--- src/rtl/am_pkg.sv ---
// Shared definitions for the AM normalizer: lane-mode encodings, FSM states
// and the bitnum decode used at operand capture.
package am_pkg;

    localparam int DATA_W = 16;

    // Lane-mode encodings as they appear on bitnum; 01 and 11 both select one
    // 16-bit lane and are folded onto LANE16 by decode_mode().
    typedef enum logic [1:0] {
        LANE4  = 2'b00,
        LANE16 = 2'b01,
        LANE8  = 2'b10
    } lane_mode_e;

    typedef enum logic [1:0] {
        ST_IDLE  = 2'b00,
        ST_SHIFT = 2'b01,
        ST_DONE  = 2'b10
    } state_e;

    function automatic lane_mode_e decode_mode(input logic [1:0] bitnum);
        case (bitnum)
            2'b00:   return LANE4;
            2'b10:   return LANE8;
            default: return LANE16;
        endcase
    endfunction

endpackage

--- src/rtl/am_lane_done.sv ---
// Per-lane "normalized" detection. A lane is done once its top two bits
// differ or its shift count has reached lane width - 1. Mask bits that do not
// correspond to a lane in the current mode read as 1, so &done_mask_o means
// "every lane is finished".
import am_pkg::*;

module am_lane_done (
    input  logic [DATA_W-1:0] data_i,
    input  logic [DATA_W-1:0] cnt_i,
    input  lane_mode_e        mode_i,
    output logic [3:0]        done_mask_o
);

    // Done mask derived from the registered lane values and counts.
    always_comb begin
        done_mask_o = 4'b1111;
        case (mode_i)
            LANE4: begin
                for (int i = 0; i < 4; i++) begin
                    done_mask_o[i] = (data_i[4*i+3] != data_i[4*i+2]) ||
                                     (cnt_i[4*i +: 4] == 4'd3);
                end
            end
            LANE8: begin
                for (int i = 0; i < 2; i++) begin
                    done_mask_o[i] = (data_i[8*i+7] != data_i[8*i+6]) ||
                                     (cnt_i[8*i +: 8] == 8'd7);
                end
            end
            default: begin
                done_mask_o[0] = (data_i[15] != data_i[14]) ||
                                 (cnt_i == 16'd15);
            end
        endcase
    end

endmodule

--- src/rtl/am_normalizer.sv ---
// Lane-packed signed normalizer. Each lane is shifted left one bit per cycle
// (zero fill, no carry across lanes) until it is normalized or saturated at
// width - 1 shifts; the per-lane shift count is reported alongside.
//
// state    | meaning
// ---------+---------------------------------------------------------------
// ST_IDLE  | waiting for an operand; in_ready high
// ST_SHIFT | evaluate done mask; shift/count unfinished lanes or finish
// ST_DONE  | result held on dataout/shcnt with out_valid until out_ready
import am_pkg::*;

module am_normalizer (
    input  logic              clk,
    input  logic              rst_n,
    input  logic              in_valid,
    output logic              in_ready,
    input  logic [DATA_W-1:0] datain,
    input  logic [1:0]        bitnum,
    output logic              out_valid,
    input  logic              out_ready,
    output logic [DATA_W-1:0] dataout,
    output logic [DATA_W-1:0] shcnt,
    output logic              busy
);

    state_e            state_q, state_d;
    lane_mode_e        mode_q, mode_d;
    logic [DATA_W-1:0] data_q, data_d;
    logic [DATA_W-1:0] cnt_q, cnt_d;
    logic [3:0]        done_mask;
    logic              all_done;
    logic [DATA_W-1:0] shift_data;
    logic [DATA_W-1:0] shift_cnt;

    am_lane_done u_lane_done (
        .data_i      (data_q),
        .cnt_i       (cnt_q),
        .mode_i      (mode_q),
        .done_mask_o (done_mask)
    );

    assign all_done = &done_mask;

    // One shift step: advance every lane that is not yet done, hold the rest.
    always_comb begin
        shift_data = data_q;
        shift_cnt  = cnt_q;
        case (mode_q)
            LANE4: begin
                for (int i = 0; i < 4; i++) begin
                    if (!done_mask[i]) begin
                        shift_data[4*i +: 4] = {data_q[4*i +: 3], 1'b0};
                        shift_cnt[4*i +: 4]  = cnt_q[4*i +: 4] + 4'd1;
                    end
                end
            end
            LANE8: begin
                for (int i = 0; i < 2; i++) begin
                    if (!done_mask[i]) begin
                        shift_data[8*i +: 8] = {data_q[8*i +: 7], 1'b0};
                        shift_cnt[8*i +: 8]  = cnt_q[8*i +: 8] + 8'd1;
                    end
                end
            end
            default: begin
                if (!done_mask[0]) begin
                    shift_data = {data_q[14:0], 1'b0};
                    shift_cnt  = cnt_q + 16'd1;
                end
            end
        endcase
    end

    // Next-state and working-register update.
    always_comb begin
        state_d = state_q;
        mode_d  = mode_q;
        data_d  = data_q;
        cnt_d   = cnt_q;
        case (state_q)
            ST_IDLE: begin
                if (in_valid) begin
                    data_d  = datain;
                    cnt_d   = '0;
                    mode_d  = decode_mode(bitnum);
                    state_d = ST_SHIFT;
                end
            end
            ST_SHIFT: begin
                if (all_done) begin
                    state_d = ST_DONE;
                end else begin
                    data_d = shift_data;
                    cnt_d  = shift_cnt;
                end
            end
            ST_DONE: begin
                if (out_ready) begin
                    state_d = ST_IDLE;
                end
            end
            default: begin
                state_d = ST_IDLE;
            end
        endcase
    end

    // State and working registers; reset discards any operation in flight.
    always_ff @(posedge clk or negedge rst_n) begin
        if (!rst_n) begin
            state_q <= ST_IDLE;
            mode_q  <= LANE16;
            data_q  <= '0;
            cnt_q   <= '0;
        end else begin
            state_q <= state_d;
            mode_q  <= mode_d;
            data_q  <= data_d;
            cnt_q   <= cnt_d;
        end
    end

    assign in_ready  = (state_q == ST_IDLE);
    assign out_valid = (state_q == ST_DONE);
    assign busy      = (state_q != ST_IDLE);
    assign dataout   = data_q;
    assign shcnt     = cnt_q;

endmodule
--- config.mk ---
export PLATFORM = sky130hd
export DESIGN_NAME = am_normalizer
export DESIGN_NICKNAME = d
export VERILOG_FILES = /design/src/rtl/am_pkg.sv /design/src/rtl/am_lane_done.sv /design/src/rtl/am_normalizer.sv
export SDC_FILE = /design/constraint.sdc
export NUM_CORES = 1
export LEC_CHECK = 0
export BUFFER_PORTS_ARGS = -buffer_cell sky130_fd_sc_hd__buf_2
export CELL_PAD_IN_SITES_DETAIL_PLACEMENT = 0
export CELL_PAD_IN_SITES_GLOBAL_PLACEMENT = 1
export CORE_MARGIN = 2
export CORE_UTILIZATION = 43
export CTS_CLUSTER_DIAMETER = 200
export DETAILED_ROUTE_END_ITERATION = 7
export HOLD_SLACK_MARGIN = 0.08
export PLACE_DENSITY = 0.95
export SLEW_MARGIN = 20
export SYNTH_ARGS = -nofsm -noshare
export SYNTH_HDL_FRONTEND = slang
export SYNTH_SLANG_ARGS = --single-unit
--- constraint.sdc ---
create_clock -name clk -period 4.1 [get_ports clk]
set_clock_uncertainty 0.2 [all_clocks]
set_input_delay 0.82 -clock clk [delete_from_list [all_inputs] [get_ports clk]]
set_output_delay 0.82 -clock clk [all_outputs]
set_load 0.02 [all_outputs]
After elaboration in Yosys (flattened, before gate mapping)
Index checks and enable logic that the tools add are counted.
W data, S select, Z words.

cells by class
  add/sub/neg operators = 7
  equal/unequal tests = 27
  muxes and demuxes = 30
  reductions and logical operators = 19

operator list
  kind                     count
  $pmux W16 S2             4
  $mux W16                 6
  $mux W4                  8
  $mux W8                  4
  $reduce_and A6 Y1        3
  $add A16 B1 Y16 const B  1
  $add A4 B1 Y4 const B    4
  $add A8 B1 Y8 const B    2
  $eq A16 B4 Y1 const B    1
  $eq A4 B2 Y1 const B     4
  $eq A8 B3 Y1 const B     2
  $ne A3 B3 Y1 const B     5
  $mux W2                  4
  $ne A2 B2 Y1 const B     4
  $reduce_and A4 Y1        2
  $logic_or A1 B1 Y1       7
  $eq A2 B2 Y1 const B     3
  $logic_not A2 Y1         3
  $pmux W2 S3              1
  $ne A1 B1 Y1             4
  $ne A4 B2 Y1 const B     1
  $pmux W1 S2              2
  $pmux W2 S2              1
  $reduce_bool A2 Y1       2
  other kinds (5)          5

word-level totals
  flip-flop bits (word level) = 36
  input bits = 22
  output and inout bits = 35
  word-level logic and storage cells = 93

Depth between registers and ports, before layout
Gate-level depths: netlist (run 1).

  word-level depth = 7
  gate-level depth with buffers = 9
  mapped depth without buffers = 8

Cells and area by module
Synthesis (run 1) repeated with hierarchy kept, for this count alone.

second synthesis, totals
  cells, all modules = 230
  area total of the unflattened synthesis = 2132.0 um^2

by module, submodules not included
  module         instances  cells an instance  area an instance (um^2)  seq. area each (um^2)
  am_normalizer  1          202                1941.9                   902.1
  am_lane_done   1          28                 190.2                    0.0

Worst setup path before layout (run 1)
OpenSTA, ideal clock, no wires.

  kind = reg2reg
  start = register cnt_q[0] (netlist: shcnt[0])
  end = register data_q[12] (netlist: dataout[12])
  setup time = 125 ps
  data arrival time = 2366 ps
  required time = 3775 ps
  path slack = 1409 ps
  stages on the path, launching flop included = 8
  buffers on the path = 0
  clock period less this slack = 2691 ps
  path through = dfrtp_1 -> ha_1 -> or3b_2 -> a32oi_1 -> o21ai_4 -> o21ai_4 -> a21o_2 -> mux2_2

between the ends
  cells in the longest elaborated chain, start to end = 6
  elaborated cells between the ends (all ways) = 11
  classes of those cells = 5 x eq/ne; 1 x mux; 5 x reduce/logical

RTL lines
  item                                         RTL line                                                    source
  from (decl)                                  am_normalizer.sv:29                                         logic [DATA_W-1:0] cnt_q, cnt_d;
  from (signal assigned)                       am_normalizer.sv:119                                        cnt_q <= cnt_d;
  $eq A16 B4 Y1, or another cell as far along  am_lane_done.sv:32                                          (cnt_i == 16'd15);
  $logic_or A1 B1 Y1 (on tied branches)        am_lane_done.sv:31, am_lane_done.sv:20, am_lane_done.sv:26
  $pmux W1 S2 *                                am_lane_done.sv:17                                          case (mode_i)
  $reduce_and A4 Y1                            am_normalizer.sv:42                                         assign all_done = &done_mask;
  $ne A2 B2 Y1 (no source line)                -
  $reduce_and A6 Y1 (no source line) *         -
  to (signal assigned)                         am_normalizer.sv:118                                        data_q <= data_d;
  to (decl)                                    am_normalizer.sv:28                                         logic [DATA_W-1:0] data_q, data_d;

Mark *: on every way between the ends. The rest lies on a longest branch, timed or not.
A chain may end at the register's enable or synchronous reset.

Final worst setup path (run 1)
  start = register cnt_q[13] (netlist: shcnt[13])
  end = register data_q[15] (netlist: dataout[15])

between the ends
  cells in the longest elaborated chain, start to end = 6
  elaborated cells between the ends (all ways) = 15
  classes of those cells = 7 x eq/ne; 3 x mux; 5 x reduce/logical

RTL lines
  item                                           RTL line
  $eq A16 B4 Y1, or another cell as far along    am_lane_done.sv:32
  $logic_or A1 B1 Y1 (on tied branches)          am_lane_done.sv:31, am_lane_done.sv:20, am_lane_done.sv:26
  $pmux W1 S2 / $mux W2 (equally long branches)  am_lane_done.sv:17
  $reduce_and A4 Y1                              am_normalizer.sv:42
  $ne A2 B2 Y1 (no source line)                  -
  $reduce_and A6 Y1 (no source line) *           -

Marks and branches as above.

==> out/results.ini, run 1 <==
[clock_network]
post_cts_buffers = 0
root_buffer = clkbuf_8
cts_buffers = 5
cts_tree = done
clk_latency_ps = 290
cts.path.max_buffers = 2
cts_resized = 0
cts.sinks = 36
path_clk_slew_ps = 70
hold_buffers = 0
htree_levels = 2

[sta]
finalHoldViolations = 0
rsz0062_at_grt = no
finalCriticalPeriod_ps = 3000
final_max_slew_viol_count = 0
fin_tns_setup_ps = 0
finalSetupViolations = 0
relSlewSlack = 0.435
finalWorstSetupSlack_ps = 1100
fin_crit_sh = 0.731
fmax_mhz = 334
tightestPinTransition_ps = 844

[grt]
use_met2 = 0.338
grt_max_degree = 37
busiest_layer = met2
grt_overflow_total = 0
gr-usage-met3 = 0.0396
antenna_found_initial = 0
use_met1 = 0.306
track_usage = 0.221
grt_pass1_vias = 2142
grt_pass1_wl_um = 10900

[setup_path]
r2r_end = dataout[15]
crit_start = shcnt[13]
cp.required_ps = 4080
crit_fanout = 12
cp.arrival_ps = 2970
r2r_start = shcnt[13]
r2r_slack_ps = 1100
crit_type = flip-flop to flip-flop
crit_path_end_kind = flip-flop
reg2reg_depth = 8
cp-start-kind = flip-flop

[hold_path]
min-delay-start = dataout[1]
whs_path_depth = 2
min_path_type = flip-flop to flip-flop
worstHoldEndpoint = dataout[1]

[die]
core-area_mm2 = 0.00551
die_h_um = 79.4
placementRows = 27
dieArea_mm2 = 0.00631
start_util = 0.444
ios = 57
die_width_um = 79.4

[routing]
wl_um = 6510
ant_nets = 0
drt_pass1_iterations = 5
wl_per_cell_um = 16.4
drtIter0Drc = 151
drcViolationCount = 0
routed_via_density = 5.63
vias = 2240

[yosys]
synth_edf_count = 0
syn_nets = 303
yosysWarnings = 0
synth-simple-area-share = 0.216
async_reset_ff_frac = 1.00
synth_top_family_by_area = compound AO/OA/AOI/OAI gates
yosys.area_share.adder = 0.0358
ys.flop_type = dfrtp_1
ys_seq_area_frac = 0.369
syn_avg_cell_area_um2 = 8.92
synth_compound_area_frac = 0.245
synth_xor_area_frac = 0.0215
synth_area_mm2 = 0.00244
ys_types = 63
synth-seq-cells = 36
synth_mux_area_frac = 0.0681
synthCells = 274

[placement]
port_buffers = 56
dp_hpwl_um = 4740
pre_cts_ws_ps = 1150
dp_cells = 390
gp_congestion = 0.937

[pwr]
p_leak_nw = 1.30
ir_drop_uv = 502
power.density_mw_per_mm2 = 966

[final_layout]
final_cell_mix = 56 x buf_2, 47 x nand2_1, 35 x dfrtp_1, 17 x nor2_1
nets = 354
final_common_cell = buf_2
stdcell_count = 398
drive_above_1_share = 0.279
n_fill_cell = 519
antenna_cells = 0
area_growth_pct = 17.9

[outcome]
status = completed

[flow_run]
drv_cap = 0

## Yosys cell counts (4+ instances only)
cell type | count | area (um2)
nor2_1 | 17 | 63.8
nand2b_1 | 6 | 37.5
mux2_2 | 5 | 56.3
o21ai_0 | 12 | 60.1
nand4_1 | 5 | 31.3
xnor2_1 | 5 | 43.8
mux2i_1 | 5 | 50.1
a21oi_1 | 13 | 65.1
ha_1 | 7 | 87.6
dfrtp_1 | 35 | 876
clkbuf_1 | 8 | 30.0
a211oi_1 | 5 | 37.5
nand2_1 | 47 | 176
o211ai_1 | 4 | 30.0
nand3_1 | 13 | 65.1
mux2_4 | 4 | 60.1
inv_1 | 11 | 41.3
buf_2 | 5 | 25.0
## through the flow
step,power [mW],hold WS (ps),area [um2],utilization
final,2.78,316,2880,0.523
after global routing,3.01,358,2880,0.523
after CTS,2.79,324,2880,0.523
after detailed placement,2.47,304,2770,0.504
after global placement,2.45,295,2770,0.504
after floorplan,2.04,324,2440,-
## critical path, cell delays in order, from the launching register on
cell      delay [ps]
dfrtp_1          470
inv_1            120
ha_1             130
or4b_4           480
o211ai_1         240
nand2_1          170
nor2_2           440
a21o_2           270
mux2_2           350
## registers in the layout (all words and copies together) (netlist names)
name and flops:
shcnt 16, dataout 16, mode_q 2, state_q 2
## metal layers
metal | vias up | share of wire
li1 | 1108 | -
met1 | 1047 | 0.45
met2 | 73 | 0.47
met3 | 12 | 0.054
met4 | 0 | 0.021
met5 | - | 0
## report_power, final
| part | switching, mW | internal [mW] |
|---|---|---|
| Combinational | 1.05 | 0.675 |
| Clock | 0.131 | 0.181 |
| Sequential | 0.234 | 0.514 |
| Total | 1.42 | 1.37 |
## cell type report
cell class                 count  area, um2  area share
clock buffer                   6       72.6      0.0252
clock inverter                 2       35.0      0.0122
inverter                      11       41.3      0.0143
multi-input combinational    212       1440       0.499
sequential                    36        902       0.313
tap                           72       90.1      0.0313
timing repair buffer          59        303       0.105
## cell families after synthesis
kind of cell,Yosys count
AO/OA/AOI/OAI,77
XOR/XNOR,6
adder cells (fa/ha/maj),7
buffers and inverters,26
flip-flops,36
multiplexers,14
AND/OR/NAND/NOR,108
## worst max-delay path by stage
stage                  endpoint  cells after the start  slack, ps
CTS                 dataout[15]                      8       1140
global route        dataout[15]                      8        900
finish              dataout[15]                      8       1100
floorplan           dataout[12]                      7       1410
global placement    dataout[13]                      8       1220
detailed placement  dataout[12]                      8       1150
Note: power is estimated with default switching activity, not from simulation.
==> run 2, diff against run 1 <==
Settings changed: CORE_UTILIZATION 43 to 36, PLACE_DENSITY 0.95 to 0.87.
Clock period 4.1 ns to 2.5 ns, I/O delays scaled along.
==> run 2 against run 1 <==
The flow now finishes with violations (negative setup slack). Core utilization fell by 2.1 points. Register-to-register slack lost 1200 ps. Highest routed layer unchanged. Critical endpoint unchanged. Setup slack worse by 1200 ps. Clock-buffer cell count fell by 1. Via count up 13%. Clock power increased by 40%. Combinational power rose by 130%. Final cell count is 13% higher.
==> out/results.ini, run 2 (synthesis gave the netlist of run 1 again) <==
[sta]
relSlewSlack = 0.443
finalWorstSetupSlack_ps = -85.2
final_max_slew_viol_count = 0
fin_crit_sh = 1.03
rsz0062_at_grt = yes
tightestPinTransition_ps = 835
fmax_mhz = 387
finalHoldViolations = 0
finalSetupViolations = 15
finalCriticalPeriod_ps = 2590

[routing]
routed_via_density = 5.65
drt_pass1_iterations = 4
vias = 2530
routed-wl-met3_um = 501
ant_nets = 0
drcViolationCount = 0
wl_per_cell_um = 17.0
wl_met2_um = 3550
drtIter0Drc = 211
wl_um = 7610
routed.top_layer = met4
wl_met1_um = 3440

[die]
die_width_um = 86.4
start_util = 0.366
die_h_um = 86.4
placementRows = 30
ios = 57
dieArea_mm2 = 0.00747
core-area_mm2 = 0.00668

[final_layout]
final_cell_mix = 57 x buf_2, 46 x nand2_1, 38 x buf_4, 31 x dfrtp_1, 16 x nor2_1
final_common_cell = buf_2
antenna_cells = 0
design_area_mm2 = 0.00335
fin_util = 0.502
nets = 396
area_growth_pct = 37.2
drive_above_1_share = 0.416
n_fill_cell = 659
stdcell_count = 448

[placement]
pre_cts_ws_ps = -44.1
dp_hpwl_um = 5470
dp_cells = 432
gp_congestion = 0.847
placed_cell_area_mm2 = 0.00306
port_buffers = 56

[setup_path]
cp_top_family = compound AO/OA/AOI/OAI gates
cp.required_ps = 2490
cp_common_cell = o21ai_4
path_buf_inv = 1
cp-start-kind = flip-flop
cp.arrival_ps = 2570
cpPeakStageDelay_ps = 480
crit_fanout = 5
crit_path_end_kind = flip-flop
critical_path.cell_chain = inv_2 > ha_1 > or4b_4 > o311ai_4 > o21ai_4 > o21ai_4 > a21o_4 > mux2_4
slowest_stage = or4b_4
crit_type = flip-flop to flip-flop

[clock_network]
root_buffer = clkbuf_8
htree_levels = 2
clk_latency_ps = 300
cts_tree = done
cts.sinks = 36
path_clk_slew_ps = 80
cts.path.max_buffers = 2
cts_buffers = 5

[pwr]
p_leak_nw = 1.54
power.switching_mw = 2.75
combPwrFrac = 0.721
clkPwrFrac = 0.078
internal-power_mw = 2.81
power.density_mw_per_mm2 = 1660
swShare = 0.495
ir_drop_uv = 812
pwr-share-seq = 0.201

[grt]
track_usage = 0.205
antenna_found_initial = 0
grt_pass1_vias = 2441
grt_max_degree = 37
grt_overflow_total = 0
grt_pass1_wl_um = 12100

[outcome]
status = finished with violations
failed_checks = negative setup slack

[flow_run]
drv_cap = 0

[hold_path]
min_path_type = input pin to async pin

[run 2: cell types whose count changed in the layout (fill, tap and decap cells not counted), moves of 4 or more]
cell / before / now
buf_4: 3 / 38
buf_6: 0 / 5
dfrtp_1: 35 / 31
dfrtp_2: 0 / 4
mux2_2: 5 / 1
mux2_4: 4 / 8
[run 2: routing by layer]
metal  global-route usage  vias to the layer above
li1                     -                     1184
met1                0.284                     1243
met2                0.319                       92
met3               0.0629                       11
met4               0.0412                        0
met5                    0                        -
[run 2: area by class of cell]
| type | instances | area, um2 | share of cell area |
|---|---|---|---|
| multi-input cells | 213 | 1590 | 0.474 |
| clock buffers | 5 | 68.8 | 0.0205 |
| inverters | 11 | 41.3 | 0.0123 |
| flip-flops and latches | 36 | 907 | 0.270 |
| clock inverters | 3 | 21.3 | 0.00634 |
| well taps | 80 | 100 | 0.0298 |
| repair buffers | 100 | 627 | 0.187 |
[run 2: worst paths after layout]
kind                       startpoint     endpoint  slack [ps]  cells after the start
setup / recovery            shcnt[12]  dataout[15]         -90                      8
hold / removal                  rst_n     shcnt[4]          90                      1
setup reg to reg            shcnt[12]  dataout[15]         -90                      8
hold reg to reg            dataout[1]   dataout[1]         320                      2
max in group asynchronous       rst_n    shcnt[12]        1420                      1
min in group clk            datain[0]   dataout[0]         240                      2
[run 2: power groups by stage]
stage | registers, mW | logic (mW) | clock network [mW]
floorplan | 1.34 | 2.04 | 0
global placement | 1.11 | 3.36 | 0
detailed placement | 1.12 | 3.44 | 0
CTS | 1.11 | 3.56 | 0.443
global route | 1.15 | 4.31 | 0.481
finish | 1.12 | 4.01 | 0.435
[run 2: what timing repair did]
item | in CTS | in global routing
setup endpoints to repair | 10 | 27
pin swaps | 1 | 5
gates cloned | 0 | 2
resized for setup | 4 | 28
hold buffers | 0 | 0
setup buffers | 4 | 2
hold endpoints to repair | 0 | 0
[run 2: metrics by stage]
| step | power, mW | hold slack (ps) | TNS (ps) |
|---|---|---|---|
| floorplan | 3.38 | 4.41 | -145 |
| global placement | 4.48 | 296 | 0 |
| detailed placement | 4.56 | 308 | -169 |
| CTS | 5.11 | 117 | -130 |
| global route | 5.95 | 153 | -2220 |
| finish | 5.56 | 93.8 | -697 |
